`src/rtl/branch_pkg.sv`:
```
// Shared types and constants for the branch resolution checker.
//   q_entry_t         : one recorded prediction {addr, taken, target}
//   state_t           : checker FSM states (RUN, FLUSH)
//   DELAY_SLOT_OFFSET : fall-through distance past a branch and its delay slot
package branch_pkg;

   typedef struct packed {
      logic [31:0] addr;
      logic        taken;
      logic [31:0] target;
   } q_entry_t;

   typedef enum logic {
      RUN   = 1'b0,
      FLUSH = 1'b1
   } state_t;

   localparam logic [31:0] DELAY_SLOT_OFFSET = 32'd8;

endpackage

```
`src/rtl/branch_resolve_checker_pred_queue.sv`:
```
// In-order queue of predictions waiting for resolution.
//   clk, rst_n  : clock, asynchronous active-low reset
//   push        : write push_entry at the tail (ignored when full or flushing)
//   push_entry  : prediction to record
//   pop         : drop the head entry (ignored when empty)
//   flush       : discard every entry; overrides push and pop
//   head        : oldest entry (meaningless while empty)
//   full, empty : occupancy flags from the registered pointers
module pred_queue
   import branch_pkg::*;
#(
   parameter int DEPTH = 4
) (
   input  logic     clk,
   input  logic     rst_n,
   input  logic     push,
   input  q_entry_t push_entry,
   input  logic     pop,
   input  logic     flush,
   output q_entry_t head,
   output logic     full,
   output logic     empty
);

   localparam int AW = $clog2(DEPTH);
   localparam logic [AW:0] FULL_OCC = (AW + 1)'(DEPTH);

   q_entry_t    mem_q [DEPTH];
   // Pointers carry one extra wrap bit so full and empty are distinguishable.
   logic [AW:0] wr_ptr_q, wr_ptr_d;
   logic [AW:0] rd_ptr_q, rd_ptr_d;
   logic [AW:0] occ;

   assign occ   = wr_ptr_q - rd_ptr_q;
   assign full  = (occ == FULL_OCC);
   assign empty = (occ == '0);
   assign head  = mem_q[rd_ptr_q[AW-1:0]];

   always_comb begin
      wr_ptr_d = wr_ptr_q;
      rd_ptr_d = rd_ptr_q;
      if (flush) begin
         wr_ptr_d = '0;
         rd_ptr_d = '0;
      end else begin
         if (push && !full) wr_ptr_d = wr_ptr_q + 1'b1;
         if (pop && !empty) rd_ptr_d = rd_ptr_q + 1'b1;
      end
   end

   always_ff @(posedge clk or negedge rst_n) begin
      if (!rst_n) begin
         wr_ptr_q <= '0;
         rd_ptr_q <= '0;
      end else begin
         wr_ptr_q <= wr_ptr_d;
         rd_ptr_q <= rd_ptr_d;
      end
   end

   // Storage needs no reset: entries are only observed between push and pop.
   always_ff @(posedge clk) begin
      if (push && !full && !flush) mem_q[wr_ptr_q[AW-1:0]] <= push_entry;
   end

endmodule

```
`config.mk`:
```
export PLATFORM = sky130hd
export DESIGN_NAME = pred_queue
export DESIGN_NICKNAME = d
export VERILOG_FILES = /design/src/rtl/branch_pkg.sv /design/src/rtl/branch_resolve_checker_pred_queue.sv
export SDC_FILE = /design/constraint.sdc
export NUM_CORES = 1
export LEC_CHECK = 0
export ABC_AREA = 0
export BUFFER_PORTS_ARGS = -buffer_cell sky130_fd_sc_hd__buf_2
export CORE_MARGIN = 10
export CORE_UTILIZATION = 35
export DETAILED_ROUTE_END_ITERATION = 16
export GPL_ROUTABILITY_DRIVEN = 0
export SETUP_SLACK_MARGIN = 0.1
export SYNTH_ARGS = -nofsm -noshare
export SYNTH_HDL_FRONTEND = slang
export SYNTH_SLANG_ARGS = --single-unit
```
`constraint.sdc`:
```
create_clock -name clk -period 4.1 [get_ports clk]
set_input_delay 0.82 -clock clk [delete_from_list [all_inputs] [get_ports clk]]
set_output_delay 0.82 -clock clk [all_outputs]
set_load 0.01 [all_outputs]
```
==> run summary <==
POWER AND IR DROP
----------------------------------------------------------------------------
Fraction of power spent switching nets                                 26.6%
Power dissipated by switching net loads                              1.88 mW
Part of the power in registers                                         46.6%
Relative contribution of the clock network to total power              30.6%
Internal                                                             5.19 mW
Portion of total power attributed to combinational logic               22.8%
Overall power                                                        7.07 mW
Largest vdd supply drop                                             0.302 mV
Leakage power                                                        3.92 nW
Cell area power density                                          596 mW/mm^2

GLOBAL ROUTE
----------------------------------------------------------------------------
Total global routing track utilization                                 10.8%
Pin count of the biggest net entering global routing                      67
Global-route wire length before repair                               30.0 mm
Met3 global-route usage                                                3.32%
Initial antenna violation count                                            2
Met1 Usage GRT                                                         14.0%
Overflow left after global routing                                         0
Number of global-route vias before repair                               4957
Most Used Layer, Global Route                                           met2
Global routing usage on met2                                           17.4%

SYNTHESIS
----------------------------------------------------------------------------
Dominant cell type by area after synthesis                          edfxtp_1
Post-Synthesis Net Count                                                 469
Post-synthesis average cell area                                  25.2 sq um
Most numerous cell in the Yosys netlist                             edfxtp_1
Top flip-flop cell by instance count after synthesis                edfxtp_1
Top cell type's share of synthesized area                              79.1%
Count of synthesis-stage warnings from yosys                               0
Synth Cell Area                                                 0.00987 sq mm
Leading post-synthesis cells by cell area                       edfxtp_1 79%, mux4_2 15%, dfrtp_1 1.5%, ha_1 0.89%, mux2_1 0.34%
Most instantiated cells after synthesis                         260 x edfxtp_1, 65 x mux4_2, 7 x ha_1
Unique cell type count in the Yosys netlist                               25
Post-synthesis cell count                                                392
Synth Register Bits                                                      266
Number of enable flip-flop cells after synthesis                         260
Part of the Yosys area used for sequential elements                    80.6%
Fraction of registers with async set or reset after synthesis          2.26%

SETUP PATH
----------------------------------------------------------------------------
Kind of critical path                                                reg2out
Critical path capture point type                                primary output
Worst Path Arrival                                                   2610 ps
Largest fanout on the critical path                                       30
Crit start category                                                     flop
Required time at the worst-slack endpoint                            3280 ps

DRT
----------------------------------------------------------------------------
Number of vias after detailed routing                                   4511
Wire length after detailed routing                                   19.5 mm
Drt first-iter violations                                                272
DR vias/cell                                                            4.76
Number of iterations in the first detailed-routing pass                    4
Total DRC errors in the routed layout                                      0
Number of nets still failing antenna checks after routing                  0
Average wire per standard cell                                  20.6 microns

FLOORPLANNING
----------------------------------------------------------------------------
Die outline width                                                188 microns
Die outline area                                                0.0353 sq mm
Die outline height                                               188 microns
Area inside the core boundary                                   0.0278 sq mm
Top-level port count                                                     137
Row count                                                                 61
Starting density of the core                                           35.5%

FINAL LAYOUT
----------------------------------------------------------------------------
Area grow syn2layout                                                   20.2%
Net count reported at finish                                             626
Layout cells sized above 1                                             45.4%
End-of-flow core utilization                                           42.7%

CTS
----------------------------------------------------------------------------
Number of buffers on the longest clock path                                3
CTS Buf Count                                                             26
H-tree lvl count                                                           1
Worst-Skew Late Latency                                               530 ps
Clock tree from TritonCTS                                              built
Root cell of the clock tree                                        clkbuf_16
Setup fix buffers added after clock tree synthesis                         0
Post-cts sizing count                                                      0
Quantity of hold-fixing buffers added after cts                            0
Sinks on the clock net                                                   266
Clock transition at path regs                                          60 ps

STA
----------------------------------------------------------------------------
Relative slew margins                                                  36.9%
Count of pins over their slew limit                                        0
Post-Route Skew                                                      12.9 ps
Setup repair after global routing missed its margin                       no
Final Hold Vio Count                                                       0
Post-route clock period utilization                                    83.7%
Setup violations, final                                                    0
Achievable frequency                                                 292 MHz
Minimum setup slack in the final design                               670 ps
Pin slew with the least headroom to its limit                         946 ps
Min Clock Period, post-route                                         3430 ps
Setup TNS                                                               0 ps

OUTCOME
----------------------------------------------------------------------------
Status                                                             completed

FLOW RUN
----------------------------------------------------------------------------
Max-cap violations                                                         0

MIN PATH
----------------------------------------------------------------------------
Tightest Hold Check Type                                            in2async

PLACE
----------------------------------------------------------------------------
Detailed placement HPWL                                              13.0 mm
Worst Setup Slack post-DPL                                            800 ps
Number of input and output port buffers inserted                         136

[cell type report]
type / count / area [sq um]
antenna: 1 / 2.50
tap: 378 / 473
sequential: 266 / 7970
inverter: 5 / 18.8
clock buffer: 29 / 662
fill: 2458 / 15900
multi-input combinational: 105 / 1820
clock inverter: 18 / 128
timing repair buffer: 145 / 786
[worst paths after layout]
check | from | to | slack [ps] | depth (start not counted)
worst max register to register | rd_ptr_q[0] | mem_q[0][3] | 870 | 6
max in group asynchronous | rst_n | rd_ptr_q[0] | 3810 | 1
worst min-delay path | rst_n | rd_ptr_q[1] | 120 | 1
worst max-delay path | rd_ptr_q[0] | full | 670 | 5
worst min register to register | wr_ptr_q[1] | wr_ptr_q[1] | 640 | 2
min in group clk | push_entry[39] | mem_q[2][39] | 510 | 1
[critical path: stages, from the launching register on]
cell	delay [ps]
dfrtp_4	820
ha_1	270
nor2b_1	330
xnor2_4	200
nor2b_1	270
buf_2	190
[layer usage]
layer	vias up	share of wire, %
li1	1990	-
met1	2348	44
met2	136	48
met3	33	6.0
met4	4	1.7
met5	-	0.16
[power by group through the flow]
stage	clock network, mW	logic, mW	registers, mW
final	2.16	1.61	3.29
after floorplan	0	1.12	3.26
after detailed placement	0	1.67	3.36
after global routing	2.36	1.75	3.32
after global placement	0	1.66	3.35
after CTS	2.23	1.67	3.30
[placed cells by master, fill, tap and decap left out, types with 2 or more instances in the layout]
cell type / count
and2_4: 4
buf_12: 3
buf_2: 136
buf_4: 6
clkbuf_1: 3
clkbuf_16: 26
clkinv_1: 7
clkinv_2: 5
clkinvlp_4: 4
dfrtp_1: 4
dfrtp_4: 2
edfxtp_1: 260
ha_1: 7
inv_1: 5
mux2_1: 3
mux4_2: 65
nand2_1: 4
nor2_1: 6
nor2b_1: 5
[cells by family (layout without fill, tap and decap cells)]
logic type	count (synthesis)	in the layout	synth area share (%)
buffers and inverters	21	197	0.989
other	0	1	0
AO/OA/AOI/OAI	7	7	0.659
multiplexers	70	70	15.4
AND/OR/NAND/NOR	19	19	0.951
adder cells (fa/ha/maj)	7	7	0.887
flip-flops	266	266	80.6
XOR/XNOR	2	2	0.444
[sequential cells by signal (all words and copies together) (netlist names)]
register and flops:
wr_ptr_q 3, mem_q 260, rd_ptr_q 3
[per-stage QoR]
stage                     hold slack [ps]  std cells  cell area [sq um]
after floorplan                       524        392               9870
after global placement                594        899              11100
after detailed placement              637        899              11100
after CTS                            98.1        946              11900
after global routing                  109        946              11900
final                                 121        947              11900
Note: power is estimated with default switching activity, not from simulation.
